`config.mk`:
```
export PLATFORM = sky130hd
export DESIGN_NAME = fir_decimator
export DESIGN_NICKNAME = d
export VERILOG_FILES = /design/src/rtl/fir_pkg.sv /design/src/rtl/sync_fifo.sv /design/src/rtl/fir_decimator.sv
export SDC_FILE = /design/constraint.sdc
export NUM_CORES = 1
export LEC_CHECK = 0
export CAP_MARGIN = 20
export CORE_AREA = 2 2 100 102
export CTS_CLUSTER_DIAMETER = 150
export DETAILED_ROUTE_END_ITERATION = 8
export DIE_AREA = 0 0 102 104
export HOLD_SLACK_MARGIN = 0.1
export PLACE_DENSITY = 0.71
export SLEW_MARGIN = 10
export SYNTH_ARGS = -nofsm -noshare
export SYNTH_HDL_FRONTEND = slang
export SYNTH_SLANG_ARGS = --single-unit
export TNS_END_PERCENT = 20
```
`constraint.sdc`:
```
create_clock -name clock -period 2.75 [get_ports clock]
set_clock_uncertainty 0.05 [all_clocks]
set_input_delay 0.275 -clock clock [delete_from_list [all_inputs] [get_ports clock]]
set_output_delay 0.275 -clock clock [all_outputs]
set_load 0.05 [all_outputs]
```
`src/rtl/fir_pkg.sv`:
```
// Shared types and helpers for the FIR output stage.
package fir_pkg;

  typedef enum logic [1:0] {
    IDLE = 2'd0,
    FILL = 2'd1,
    RUN  = 2'd2
  } fir_dec_state_t;

  // Counter width for a modulus n: clog2(n), never narrower than one bit.
  function automatic int cnt_w(input int n);
    return (n > 1) ? $clog2(n) : 1;
  endfunction

endpackage

```
`src/rtl/sync_fifo.sv`:
```
// Single-clock FIFO with a registered head word and occupancy count.
// Head reads 0 while empty; a push into an empty FIFO is visible next cycle.
module sync_fifo #(
  parameter int WIDTH = 8,
  parameter int DEPTH = 8
) (
  input  logic             clock,
  input  logic             nreset,
  input  logic             push,
  input  logic             pop,
  input  logic             flush,
  input  logic [WIDTH-1:0] wdata,
  output logic [WIDTH-1:0] rdata,
  output logic             empty,
  output logic             full
);

  localparam int AW = $clog2(DEPTH);
  localparam int CW = AW + 1;

  logic [WIDTH-1:0] mem [DEPTH];
  logic [AW-1:0]    wr_ptr, rd_ptr, rd_next;
  logic [CW-1:0]    count, remaining;
  logic             do_push, do_pop;

  assign empty     = (count == '0);
  assign full      = (count == CW'(DEPTH));
  // Pop ignored when empty; push into a full FIFO only if a pop frees a slot.
  assign do_pop    = pop && !empty;
  assign do_push   = push && (!full || do_pop);
  assign rd_next   = rd_ptr + AW'(do_pop);
  assign remaining = count - CW'(do_pop);

  // Storage array, no reset needed: occupancy gates every read.
  always_ff @(posedge clock) begin
    if (do_push && !flush) mem[wr_ptr] <= wdata;
  end

  // Pointers, count and the registered head word.
  always_ff @(posedge clock or negedge nreset) begin
    if (!nreset) begin
      wr_ptr <= '0;
      rd_ptr <= '0;
      count  <= '0;
      rdata  <= '0;
    end else if (flush) begin
      wr_ptr <= '0;
      rd_ptr <= '0;
      count  <= '0;
      rdata  <= '0;
    end else begin
      wr_ptr <= wr_ptr + AW'(do_push);
      rd_ptr <= rd_next;
      count  <= remaining + CW'(do_push);
      // Next head is either an entry already stored, the word being pushed
      // into an otherwise empty FIFO, or 0.
      if (remaining != '0)  rdata <= mem[rd_next];
      else if (do_push)     rdata <= wdata;
      else                  rdata <= '0;
    end
  end

endmodule

```
`src/rtl/fir_decimator.sv`:
```
// Drops the FIR fill transient, keeps every DECIM-th sample and buffers
// kept samples behind a valid/ready interface.
module fir_decimator
  import fir_pkg::*;
#(
  parameter int WIDTH  = 8,
  parameter int NCOEFS = 300,
  parameter int DECIM  = 4,
  parameter int DEPTH  = 8
) (
  input  logic             clock,
  input  logic             nreset,
  input  logic             enable,
  input  logic [WIDTH-1:0] yn,
  output logic [WIDTH-1:0] out_data,
  output logic             out_valid,
  input  logic             out_ready,
  output logic             overflow
);

  localparam int FW = cnt_w(NCOEFS);
  localparam int PW = cnt_w(DECIM);
  localparam logic [FW-1:0] FILL_LAST  = FW'((NCOEFS >= 2) ? NCOEFS - 2 : 0);
  localparam logic [PW-1:0] PHASE_LAST = PW'(DECIM - 1);

  fir_dec_state_t  state, next_state;
  logic [FW-1:0]   fill_cnt;
  logic [PW-1:0]   phase;
  logic            push_req;
  logic            fifo_empty, fifo_full;

  assign push_req  = enable && (state == RUN) && (phase == '0);
  assign out_valid = !fifo_empty;

  // State register.
  always_ff @(posedge clock or negedge nreset) begin
    if (!nreset) state <= IDLE;
    else         state <= next_state;
  end

  // Next state: FILL lasts NCOEFS-1 cycles; enable low always returns to IDLE.
  always_comb begin
    next_state = state;
    case (state)
      IDLE:    if (enable) next_state = (NCOEFS == 1) ? RUN : FILL;
      FILL:    if (fill_cnt == FILL_LAST) next_state = RUN;
      RUN:     next_state = RUN;
      default: next_state = IDLE;
    endcase
    if (!enable) next_state = IDLE;
  end

  // Fill and phase counters; both parked at 0 outside an active stream.
  always_ff @(posedge clock or negedge nreset) begin
    if (!nreset) begin
      fill_cnt <= '0;
      phase    <= '0;
    end else if (!enable || state == IDLE) begin
      fill_cnt <= '0;
      phase    <= '0;
    end else begin
      if (state == FILL) fill_cnt <= fill_cnt + 1'b1;
      if (state == RUN)  phase    <= (phase == PHASE_LAST) ? '0 : phase + 1'b1;
    end
  end

  // Sticky overflow: set on a dropped push, cleared when a new stream starts.
  always_ff @(posedge clock or negedge nreset) begin
    if (!nreset)                          overflow <= 1'b0;
    else if (state == IDLE && enable)     overflow <= 1'b0;
    else if (push_req && fifo_full && !out_ready) overflow <= 1'b1;
  end

  sync_fifo #(
    .WIDTH (WIDTH),
    .DEPTH (DEPTH)
  ) u_fifo (
    .clock  (clock),
    .nreset (nreset),
    .push   (push_req),
    .pop    (out_ready),
    .flush  (!enable),
    .wdata  (yn),
    .rdata  (out_data),
    .empty  (fifo_empty),
    .full   (fifo_full)
  );

endmodule

```
# After elaboration in Yosys (flattened, before gate mapping)
# Memory sizes are Yosys's and may differ from the RTL's.
# Index checks and enable logic that the tools add are counted.
dict set report classes {
  n_reduce_logical 21
  n_eq_ne 6
  n_addsub 6
  mux 18
}
# op n
set op_table {}
lappend op_table {{8-bit 2-to-1 mux} 3}
lappend op_table {{9-bit 2-to-1 mux} 2}
lappend op_table {{2-bit 2-to-1 mux} 5}
lappend op_table {{9-bit by 1-bit adder with 9-bit output (second input constant)} 1}
lappend op_table {{9-bit == test (second input constant)} 1}
lappend op_table {{1-bit logical AND} 8}
lappend op_table {{3-bit by 1-bit adder with 3-bit output} 2}
lappend op_table {{3-bit 2-to-1 mux} 2}
lappend op_table {{2-bit one-hot mux with 3 select lines} 1}
lappend op_table {{2-bit nonzero test} 3}
lappend op_table {{4-bit by 1-bit adder with 4-bit output} 1}
lappend op_table {{2-bit == test (second input constant)} 2}
lappend op_table {{4-bit == test (second input constant)} 1}
lappend op_table {{1-bit zero test} 4}
lappend op_table {{2-bit zero test} 2}
lappend op_table {{4-bit zero test} 1}
lappend op_table {{1-bit 2-to-1 mux} 4}
lappend op_table {{4-bit 2-to-1 mux} 1}
lappend op_table {{4-bit nonzero test} 1}
lappend op_table {{4-bit by 1-bit subtractor with 4-bit output} 1}
lappend op_table {{3-bit != test (second input constant)} 1}
lappend op_table {{2-bit by 1-bit adder with 2-bit output (second input constant)} 1}
lappend op_table {{2-bit by 1-bit == test with 1-bit output (second input constant)} 1}
lappend op_table {{1-bit logical OR} 2}
dict set report totals {
  register_bits 32
  elab_cells 60
  mem_count 1
  ram_bits 64
  output_inout_bits 10
  in_bits 12
}
# name depth word_bits rd rd_ports_with_merged_regs wr line
set mem_list {}
lappend mem_list {u_fifo.mem 8 8 1 0 1 sync_fifo.sv:21} ;# logic [WIDTH-1:0] mem [DEPTH];

# Logic depth before layout (Yosys ltp)
# Gate-level depths: netlist (run 1).
dict set report depth {
  ltp_word 8
  depth_mapped 10
  mapped_depth_nobuf 9
}

# Hierarchy
# Synthesis (run 1) repeated with hierarchy kept, for this count alone.
dict set report unflattened {
  cells_unflattened 267
  hier_area_um2 4139.0
}
# mod cells_per_inst seq_area_each_um2 area_each_um2 instances
set by_module_without_submodules {}
lappend by_module_without_submodules {sync_fifo 188 2372.3 3374.5 1}
lappend by_module_without_submodules {fir_decimator 79 350.3 764.5 1}

# Least setup slack after synthesis (run 1)
# OpenSTA, ideal clock, no wires.
dict set report synth_timing {
  path_type {register to register}
  start {register u_fifo.count[1]}
  end {register u_fifo.rdata[4]}
  path_buffers 1
  arrival_time_ns 2.731
  setup_time_ns 0.121
  t_required_ns 2.579
  synth_period_minus_slack_ns 2.903
  path_stages_with_launch 10
  setup_slack_ns -0.153
  cell_sequence {dfrtp_1 -> nor3_2 -> nand2b_1 -> and2_1 -> ha_1 -> ha_1 -> buf_6 -> mux4_2 -> or2_0 -> a32o_1}
}
dict set report synth_via {
  elab_chain_cells 8
  elab_cells_between_ends 14
  classes_between {add/sub (2); eq/ne (1); mux (3); reduce/logical (7); memory (1)}
}
# element line
set synth_lines {}
lappend synth_lines {{start, declared} sync_fifo.sv:23} ;# logic [CW-1:0] count, remaining;
lappend synth_lines {{start signal, assigned} sync_fifo.sv:54} ;# count <= remaining + CW'(do_push);
lappend synth_lines {{4-bit zero test (*)} sync_fifo.sv:26} ;# assign empty = (count == '0);
lappend synth_lines {{1-bit zero test (*)} -}
lappend synth_lines {{via out_valid} fir_decimator.sv:16} ;# output logic out_valid,
lappend synth_lines {{1-bit logical AND (*)} sync_fifo.sv:29} ;# assign do_pop = pop && !empty;
lappend synth_lines {{parallel branches: the longest is 3 deep, another holds memory read 8 x 8 bit} -}
lappend synth_lines {{8-bit 2-to-1 mux (*)} sync_fifo.sv:57} ;# if (remaining != '0) rdata <= mem[rd_next];
lappend synth_lines {{8-bit 2-to-1 mux (*)} sync_fifo.sv:46} ;# end else if (flush) begin
lappend synth_lines {{end signal, assigned} sync_fifo.sv:57}
lappend synth_lines {{end signal, assigned} sync_fifo.sv:58} ;# else if (do_push) rdata <= wdata;
lappend synth_lines {{end, declared} sync_fifo.sv:13} ;# output logic [WIDTH-1:0] rdata,
# Mark *: on every way through the listed nets, which the timed path passes.
# A chain may end at the register's enable or synchronous reset.

# Worst setup path in the final report (run 1)
dict set report layout_timing {
  start {register u_fifo.count[1]}
  end {register u_fifo.rdata[4]}
}
dict set report layout_via {
  elab_chain_cells 8
  elab_cells_between_ends 14
  classes_between {add/sub (2); eq/ne (1); mux (3); reduce/logical (7); memory (1)}
}
# element line
set layout_lines {}
lappend layout_lines {{parallel branches: the longest is 6 deep, another holds memory read 8 x 8 bit} -}
lappend layout_lines {{8-bit 2-to-1 mux (*)} sync_fifo.sv:57}
lappend layout_lines {{8-bit 2-to-1 mux (*)} sync_fifo.sv:46}
# Mark *: on every way between the ends.

==> results of run 1 <==
==> cells in the mapped netlist, drive strengths merged <==
| master | n | area (um2) |
|---|---|---|
| edfxtp | 64 | 1920 |
| dfrtp | 32 | 801 |
| ha | 16 | 200 |
| nor2 | 15 | 56.3 |
| and2 | 14 | 87.6 |
| mux4 | 14 | 315 |
| mux2i | 12 | 120 |
| inv | 11 | 41.3 |
| nand2 | 10 | 37.5 |
| xor2 | 10 | 103 |
| nor3 | 8 | 56.3 |
| buf | 6 | 51.3 |
| o21ai | 6 | 30.0 |
| o2bb2ai | 5 | 43.8 |
| nand4 | 4 | 25.0 |
| nor2b | 4 | 25.0 |
| a21oi | 3 | 15.0 |
| and3 | 3 | 18.8 |
| nand2b | 3 | 18.8 |
| a21boi | 2 | 15.0 |
| a22oi | 2 | 15.0 |
| a32o | 2 | 20.0 |
| clkbuf | 2 | 7.51 |
| nand3 | 2 | 15.0 |
| nor3b | 2 | 20.0 |
| or2 | 2 | 12.5 |
| xnor2 | 2 | 17.5 |
| a211o | 1 | 8.76 |
| a21bo | 1 | 10.0 |
| a31oi | 1 | 6.26 |
| a41oi | 1 | 8.76 |
| nor4 | 1 | 6.26 |
| nor4bb | 1 | 10.0 |
| o21a | 1 | 7.51 |
==> layer usage <==
layer  up-vias  GRT usage  wire length, um
met2        43      0.243             3700
met5         -          0                0
li1       1065          -                -
met4         0     0.0629               81
met3         8     0.0370              281
met1      1167      0.206             3410
==> power by group through the flow <==
stage | clock [W] | sequential (W) | combinational, W
floorplan | 0 | 0.00189 | 0.00111
global placement | 0 | 0.00177 | 0.00163
detailed placement | 0 | 0.00177 | 0.00166
CTS | 0.000969 | 0.00174 | 0.00168
global route | 0.00102 | 0.00177 | 0.00183
finish | 0.000946 | 0.00175 | 0.00166
==> cells by family (layout without fill, tap and decap cells) <==
kind of cell / count (synthesis) / after routing / share of synthesized area
DFF: 96 / 96 / 0.656
muxes: 26 / 26 / 0.105
buffers and inverters: 19 / 68 / 0.0241
xor gates and xnor gates: 12 / 12 / 0.0290
and+or+nand+nor: 69 / 69 / 0.0938
AOI/OAI and AO/OA: 25 / 25 / 0.0434
adders and majority gates: 16 / 16 / 0.0483
==> sequential cells by signal, indices dropped and copies added (netlist names) <==
| name | cells |
|---|---|
| u_fifo.wr_ptr | 3 |
| u_fifo.count | 4 |
| u_fifo.rdata | 8 |
| overflow | 1 |
| u_fifo.rd_ptr | 3 |
| phase | 2 |
| fill_cnt | 9 |
| state | 2 |
| u_fifo.mem | 64 |
==> metrics by stage <==
step | util | instances
final | 0.508 | 445
after global routing | 0.508 | 445
after CTS | 0.505 | 445
after detailed placement | 0.484 | 429
after global placement | 0.484 | 429
after floorplan | - | 263
==> layout make-up <==
class / count / area, um2 / area share
clock inverter: 7 / 78.8 / 0.0163
sequential: 96 / 2720 / 0.562
tap: 133 / 166 / 0.0343
timing repair buffer: 41 / 364 / 0.0751
clock buffer: 9 / 124 / 0.0256
multi-input combinational: 148 / 1350 / 0.279
inverter: 11 / 41.3 / 0.00852
==> worst max-delay path by stage <==
stage | to | slack (ns) | cells after the start
after detailed placement | u_fifo.rdata[4] | 0.10 | 8
after CTS | u_fifo.rdata[4] | 0.09 | 8
after floorplan | u_fifo.rdata[4] | 0.04 | 9
final | u_fifo.rdata[4] | 0.15 | 8
after global routing | u_fifo.rdata[6] | 0.04 | 10
after global placement | u_fifo.rdata[4] | 0.14 | 8
==> reports/results.ini, run 1 <==
[clock_network]
cts-resized-gates=0
cts_inserted_buffers=9
post_cts_buffers=0
clockRootBuffer=clkbuf_8
cts_tree=done
cts_max_level=3
cts.sinks=96
clk_latency_ns=0.36
ctsHoldBuffers=0
clock_path_buffers=2
clk_pin_slew_worst_paths_ns=0.10

[floorplanning]
row_count=36
start_util=0.434
die_y_um=104
core_um2=9550
die_area_um2=10600
die_w_um=102
ioPinCount=22

[finish]
drive_above_1_share=0.186
fillerInstances=814
final_nets=335
most-common-layout-cells=edfxtp_1, dfrtp_1, clkdlybuf4s50_1, buf_4, ha_1
syn2layout_area_growth_pct=16.9
diodes=0
final_common_cell=edfxtp_1
fin_area_um2=4850

[timing]
period_needed_ns=2.60
tightest_slew_ns=0.600
period_share=0.945
drv_slew=0
finalHoldViolations=0
setup_viol=0
whs_ns=0.267
max_slew_margin=0.597
rsz0062_at_grt=no
fmax_mhz=385
fin_tns_setup_ns=0
worst_slack_ns=0.151

[synth]
synth-seq-cells=96
ys_types=43
avgSynthCellArea_um2=15.8
syn_inst=263
yosys_warnings=0
syn_area_um2=4150
seq_area_frac_synth=0.656
synth_nets=291

[flow_run]
cap_violations=0

[pwr]
max-vdd-ir-drop_uv=393
p_leak_nw=1.80
p_switching_w=0.00149
swShare=0.341
pwr_density_cell_nw_per_um2=899
intPower_w=0.00287
clkPwrFrac=0.217
power_w=0.00436
seq_power_share=0.401
p_comb_frac=0.382

[route]
wl_mm=7.48
drt_iter0_drc=127
vias=2283
wl_per_cell_um=16.8
drc=0
postRouteAntennaNets=0
drtPass1Iterations=4
viasPerCell=5.13

[setup_path]
cp_num_buf_inv=0
rr_startpoint=u_fifo.count[1]
setup.worst_path.start_class=register
cp_max_fo=4
r2r_slack_ns=0.15
rr_endpoint=u_fifo.rdata[4]
crit_type=register to register
cpPeakStageDelay_ns=0.51
reg2reg_depth=8
cp_cell_sequence=nor3_4 > nand2b_4 > and2_1 > ha_1 > ha_1 > mux4_2 > or2_0 > a32o_1
cp_slowest_cell=mux4_2
crit_path_end_kind=register
cp-startpoint=u_fifo.count[1]
cp.required_ns=2.96
cp.arrival_ns=2.81
path_delay_family=simple AND/OR/NAND/NOR gates
worst_path_most_repeated_cell=ha_1

[placed_design]
io_buffers=21
gp_congestion=0.780
place_area_um2=4620
place_ws_ns=0.103
dp.final_hpwl_mm=4.87

[global_route]
grt_max_degree=33
grt_pass1_vias=2366
antenna_found_initial=0
grt_usage=0.155
grt_pass1_wl_mm=12.1
overflow=0

[min_path]
hold_path_class=input pin to async pin

[run_status]
status=complete, no violations

(Power assumes the default switching activity.)
==> inputs of run 2 (changes only) <==
--- a/config.mk
+++ b/config.mk
@@ -11,7 +11,8 @@
 export DETAILED_ROUTE_END_ITERATION = 8
 export DIE_AREA = 0 0 102 104
 export HOLD_SLACK_MARGIN = 0.1
-export PLACE_DENSITY = 0.71
+export PLACE_DENSITY = 0.73
+export SKIP_LAST_GASP = 1
 export SLEW_MARGIN = 10
 export SYNTH_ARGS = -nofsm -noshare
 export SYNTH_HDL_FRONTEND = slang
==> constraint.sdc (replaced) <==
create_clock -name clock -period 2.1 [get_ports clock]
set_clock_uncertainty 0.05 [all_clocks]
set_input_delay 0.21 -clock clock [delete_from_list [all_inputs] [get_ports clock]]
set_output_delay 0.21 -clock clock [all_outputs]
set_load 0.05 [all_outputs]
==> reports/results.ini, run 2 (synthesis gave the netlist of run 1 again) <==
[setup_path]
cp_max_fo=4  ; unchanged
cp.arrival_ns=2.59  ; -0.22 ns
cp.required_ns=2.30  ; -0.66 ns
setup.worst_path.start_class=register
crit_type=register to register
r2r_slack_ns=-0.28  ; -0.43 ns
crit_path_end_kind=register

[finish]
syn2layout_area_growth_pct=22.3
regArea_um2=2720  ; unchanged
top_regs=u_fifo.mem x64, fill_cnt x9, u_fifo.rdata x8
final_common_cell=edfxtp_1
largest_register=u_fifo.mem
drive_above_1_share=0.252  ; +0.0656
diodes=0  ; unchanged
largest_register_ff_count=64  ; unchanged
most-common-layout-cells=edfxtp_1, buf_4, dfrtp_1, clkdlybuf4s50_1, nor2_1
final_core_util=0.531  ; +0.0236
multi_input_area_um2=1440  ; +6.4%
final_nets=353  ; +5.4%
fillerInstances=769  ; -5.5%

[route]
drtPass1Iterations=5  ; +1
wl_per_cell_um=15.6  ; -6.9%
vias=2260  ; -1.0%
drt_iter0_drc=167  ; +31%
viasPerCell=4.88  ; -4.9%
postRouteAntennaNets=0  ; unchanged
wl_mm=7.24  ; -3.1%
drc=0  ; unchanged

[floorplanning]
core_um2=9550  ; unchanged
row_count=36  ; unchanged
die_y_um=104  ; unchanged
start_util=0.434  ; unchanged
die_w_um=102  ; unchanged
die_area_um2=10600  ; unchanged
ioPinCount=22  ; unchanged

[pwr]
max-vdd-ir-drop_uv=661  ; +68%
pwr_density_cell_nw_per_um2=1200  ; +34%
p_leak_nw=1.90  ; +5.2%

[timing]
finalHoldViolations=0  ; unchanged
setup_viol=12  ; +12
rsz0062_at_grt=yes
tightest_slew_ns=0.501  ; -0.0985 ns
fmax_mhz=420  ; +9.1%
period_share=1.13  ; +0.190
max_slew_margin=0.665  ; +0.0682
period_needed_ns=2.38  ; -0.216 ns
worst_slack_ns=-0.283  ; -0.434 ns
drv_slew=0  ; unchanged

[global_route]
grt_pass1_vias=2368  ; +0.085%
antenna_found_initial=0  ; unchanged
grt_max_degree=33  ; unchanged
overflow=0  ; unchanged
grt_pass1_wl_mm=12.0  ; -0.63%
grt_usage=0.151  ; -0.00333

[run_status]
failed_checks=negative setup slack
status=finished, violations left

[clock_network]
clk_pin_slew_worst_paths_ns=0.08  ; -0.02 ns
cts_max_level=3  ; unchanged
cts.sinks=96  ; unchanged
cts_inserted_buffers=9  ; unchanged
clock_path_buffers=2  ; unchanged
clockRootBuffer=clkbuf_8
cts_tree=done
clk_latency_ns=0.36  ; about the same

[placed_design]
gp_congestion=0.761  ; -2.5%
dp.final_hpwl_mm=4.95  ; +1.7%
io_buffers=21  ; unchanged
place_ws_ns=-0.296  ; -0.399 ns

[flow_run]
cap_violations=0  ; unchanged

[min_path]
hold_path_class=input pin to async pin

run 2: cell count changes in the layout (fill, tap and decap cells not counted), moves of 2 or more:
cell,change
ha_1,-4
buf_4,+14
o2bb2ai_1,-2
buf_12,+2
clkbuf_1,+2
o2bb2ai_2,+2
ha_4,+4
buf_6,+2
run 2: stage by stage:
| stage | instance area, um2 | std cells | setup TNS [ns] | power, W | hold slack [ns] |
|---|---|---|---|---|---|
| after global placement | 4800 | 442 | -1.94 | 0.00482 | 0.447 |
| after global routing | 5070 | 463 | -5.51 | 0.00650 | 0.214 |
| after detailed placement | 4800 | 442 | -2.01 | 0.00485 | 0.455 |
| final | 5070 | 463 | -2.15 | 0.00611 | 0.200 |
| after CTS | 4990 | 461 | -2.34 | 0.00599 | 0.204 |
| after floorplan | 4220 | 263 | -7.32 | 0.00405 | -0.136 |
run 2: repair_timing:
action	4_1_cts	5_1_grt
gates resized for setup	0	10
endpoints found under the setup margin	11	44
pin swaps	3	7
hold buffers	0	0
buffers inserted	3	2
run 2: worst paths after layout:
check,startpoint,endpoint,cells past startpoint
min in group clock,state[0],state[0],2
max in group asynchronous,nreset,u_fifo.rd_ptr[1],2
worst min-delay path,nreset,fill_cnt[3],2
worst max register to register,u_fifo.count[2],u_fifo.rdata[5],8
worst min register to register,state[0],state[0],2
worst max-delay path,u_fifo.count[2],u_fifo.rdata[5],8
run 2: where the power goes:
part / switching (W) / internal (W) / total [W]
clock: 0.000607 / 0.000466 / 0.00107
combinational: 0.00132 / 0.00146 / 0.00277
sequential: 0.0000868 / 0.00218 / 0.00226
total: 0.00201 / 0.00410 / 0.00611
run 2: layout make-up:
| type | instances | area share |
|---|---|---|
| Sequential cell | 96 | 0.537 |
| Multi-Input combinational cell | 148 | 0.283 |
| Timing Repair Buffer | 59 | 0.105 |
| Tap cell | 133 | 0.0328 |
| Clock buffer | 12 | 0.0286 |
| Inverter | 11 | 0.00814 |
| Clock inverter | 4 | 0.00567 |
run 2: critical path, cell delays in order (launching register included):
cell      delay, ns
dfrtp_1        0.41
nor3_4         0.24
nand2b_4       0.07
and2_4         0.15
ha_4           0.16
ha_4           0.29
mux4_2         0.49
or2_0          0.21
a32o_1         0.22
run 2: metal layers:
metal  global-route usage  vias up  wire length [um]
li1                     -     1101                 -
met4               0.0762        0               134
met2                0.231       46              3570
met3               0.0329       10               293
met5                    0        -                 0
met1                0.204     1103              3250
==> inputs of run 3 (changes only) <==
--- a/config.mk
+++ b/config.mk
@@ -6,15 +6,16 @@
 export NUM_CORES = 1
 export LEC_CHECK = 0
 export CAP_MARGIN = 20
-export CORE_AREA = 2 2 100 102
+export CORE_AREA = 2 2 99 101
 export CTS_CLUSTER_DIAMETER = 150
 export DETAILED_ROUTE_END_ITERATION = 8
-export DIE_AREA = 0 0 102 104
+export DIE_AREA = 0 0 101 103
 export HOLD_SLACK_MARGIN = 0.1
-export PLACE_DENSITY = 0.73
+export PLACE_DENSITY = 0.72
 export SKIP_LAST_GASP = 1
 export SLEW_MARGIN = 10
 export SYNTH_ARGS = -nofsm -noshare
 export SYNTH_HDL_FRONTEND = slang
+export SYNTH_HIERARCHICAL = 1
 export SYNTH_SLANG_ARGS = --single-unit
 export TNS_END_PERCENT = 20
==> constraint.sdc (replaced) <==
create_clock -name clock -period 3.1 [get_ports clock]
set_clock_uncertainty 0.05 [all_clocks]
set_input_delay 0.31 -clock clock [delete_from_list [all_inputs] [get_ports clock]]
set_output_delay 0.31 -clock clock [all_outputs]
set_load 0.05 [all_outputs]
==> reports/results.ini, run 3 <==
[run_status]
status=complete, no violations

[route]
wl_met3_um=222  ; -24%
drt-met1-wl_mm=3.14  ; -3.3%
postRouteAntennaNets=0  ; unchanged
vias=2255  ; -0.22%
wl_per_cell_um=16.6  ; +6.4%
wl_mm=7.18  ; -0.95%
highest_layer=met4
wl_met2_mm=3.74  ; +4.9%
viasPerCell=5.23  ; +7.2%
drc=0  ; unchanged
drt_iter0_drc=91  ; -46%
drtPass1Iterations=4  ; -1

[synth]
yosys_warnings=6  ; +6
synth_nets=294  ; +1.0%
avgSynthCellArea_um2=15.5  ; -1.7%
synth.top_cell.area_share=0.464  ; +0.000980
synth_top_cells_by_area=edfxtp_1, dfrtp_1, mux4_2
synth_area_leader_cell=edfxtp_1
ys_types=40  ; -7.0%
postSynth.asyncResetShare=0.333  ; unchanged
synth-edff-count=64  ; unchanged
seq_area_frac_synth=0.658  ; +0.00139
syn_inst=267  ; +1.5%
yosysMostFrequentCell=edfxtp_1
synth_flop_cell=edfxtp_1
synth-seq-cells=96  ; unchanged
synth_common_cells=edfxtp_1, dfrtp_1, mux4_2, nand2_1
syn_area_um2=4140  ; -0.21%

[setup_path]
setup.worst_path.start_class=register
rr_endpoint=u_fifo/rdata[3]
rr_startpoint=u_fifo/count[2]
cp_max_fo=7  ; +3
crit_type=register to register
crit_path_end_kind=register
r2r_slack_ns=0.33  ; +0.62 ns
cp.arrival_ns=2.94  ; +0.35 ns
reg2reg_depth=9  ; +1
cp.required_ns=3.28  ; +0.98 ns

[clock_network]
clk_latency_ns=0.34  ; -0.02 ns
clock_path_buffers=2  ; unchanged
clk_pin_slew_worst_paths_ns=0.09  ; about the same
cts_max_level=3  ; unchanged
ctsHoldBuffers=0  ; unchanged
cts_inserted_buffers=9  ; unchanged
cts_tree=done
clockRootBuffer=clkbuf_8
cts-resized-gates=0  ; unchanged
cts.sinks=96  ; unchanged
post_cts_buffers=0  ; -3

[timing]
fin_tns_setup_ns=0  ; +2.15 ns
setup_viol=0  ; -12
rsz0062_at_grt=no
drv_slew=0  ; unchanged
tightest_slew_ns=0.656  ; +0.154 ns
fmax_mhz=362  ; -14%
period_needed_ns=2.77  ; +0.382 ns
whs_ns=0.312  ; +0.111 ns
finalHoldViolations=0  ; unchanged
max_slew_margin=0.560  ; -0.105
period_share=0.892  ; -0.243

[finish]
syn2layout_area_growth_pct=16.1
top_regs=u_fifo/mem x64, fill_cnt x9, u_fifo/rdata x8
largest_register=u_fifo/mem
final_nets=339  ; -4.0%
diodes=0  ; unchanged
regArea_um2=2720  ; unchanged
fillerInstances=785  ; +2.1%
final_common_cell=edfxtp_1
largest_register_ff_count=64  ; unchanged
drive_above_1_share=0.189  ; -0.0622
multi_input_area_um2=1310  ; -8.9%
most-common-layout-cells=edfxtp_1, dfrtp_1, buf_4, clkdlybuf4s50_1

[placed_design]
io_buffers=21  ; unchanged
gp_congestion=0.796  ; +4.6%
dp.final_hpwl_mm=5.06  ; +2.1%

[pwr]
max-vdd-ir-drop_uv=269  ; -59%
p_leak_nw=1.84  ; -2.9%
pwr_density_cell_nw_per_um2=767  ; -36%
power_w=0.00369  ; -40%

[flow_run]
cap_violations=0  ; unchanged

[floorplanning]
die_y_um=103  ; -0.96%
die_w_um=101  ; -0.98%
ioPinCount=22  ; unchanged
row_count=36  ; unchanged
start_util=0.438  ; +0.00321
core_um2=9460  ; -0.94%
die_area_um2=10400  ; -1.9%

[global_route]
overflow=0  ; unchanged
grt_pass1_wl_mm=11.9  ; -0.75%
antenna_found_initial=0  ; unchanged
grt_pass1_vias=2336  ; -1.4%
grt_max_degree=33  ; unchanged
grt_usage=0.154  ; +0.00280

[min_path]
hold_path_class=input pin to async pin

==> run 3: cell type report <==
| type | count | area share |
|---|---|---|
| Timing Repair Buffer | 44 | 0.0823 |
| Clock inverter | 6 | 0.0109 |
| Sequential cell | 96 | 0.567 |
| Tap cell | 114 | 0.0297 |
| Clock buffer | 10 | 0.0266 |
| Multi-Input combinational cell | 146 | 0.272 |
| Inverter | 15 | 0.0117 |
==> run 3: kinds of logic after synthesis <==
group                      Yosys count  synth area share
AOI/OAI and AO/OA                   25            0.0411
xor gates and xnor gates            10            0.0212
adders and majority gates           15            0.0453
buffers and inverters               25            0.0275
DFF                                 96             0.658
muxes                               29             0.119
and+or+nand+nor                     67            0.0883
==> run 3: critical path, stage by stage (launching register included) <==
cell      delay [ns]
dfrtp_1         0.47
nor4_1          0.38
nor2_1          0.12
ha_1            0.21
ha_1            0.30
inv_1           0.07
or4_4           0.53
o211ai_2        0.27
buf_4           0.20
a22oi_1         0.07
==> run 3: power by group <==
part	internal, W	switching, W
logic	0.000653	0.000755
clock network	0.000303	0.000434
registers	0.00147	0.0000728
total	0.00242	0.00126
==> run 3: routing by layer <==
layer	global-route usage	vias to the layer above
li1	-	1089
met1	0.194	1130
met2	0.264	32
met3	0.0244	4
met4	0.0707	0
met5	0	-
==> run 3: worst max path at each step <==
stage                                  end  slack [ns]             from
final                      u_fifo/rdata[3]        0.33  u_fifo/count[2]
after floorplan           u_fifo/mem[0][0]        0.42         state[0]
after global placement     u_fifo/rdata[1]        0.37  u_fifo/count[2]
after global routing       u_fifo/rdata[3]        0.14  u_fifo/count[2]
after CTS                  u_fifo/rdata[2]        0.34  u_fifo/count[2]
after detailed placement   u_fifo/rdata[7]        0.36  u_fifo/count[2]
==> run 3: stage by stage <==
stage | utilization | std cells | cell area [um2] | worst slack (ns)
finish | 0.508 | 431 | 4810 | 0.335
floorplan | - | 267 | 4140 | 0.422
global placement | 0.489 | 415 | 4630 | 0.374
global route | 0.508 | 431 | 4810 | 0.141
CTS | 0.508 | 431 | 4810 | 0.341
detailed placement | 0.489 | 415 | 4630 | 0.359
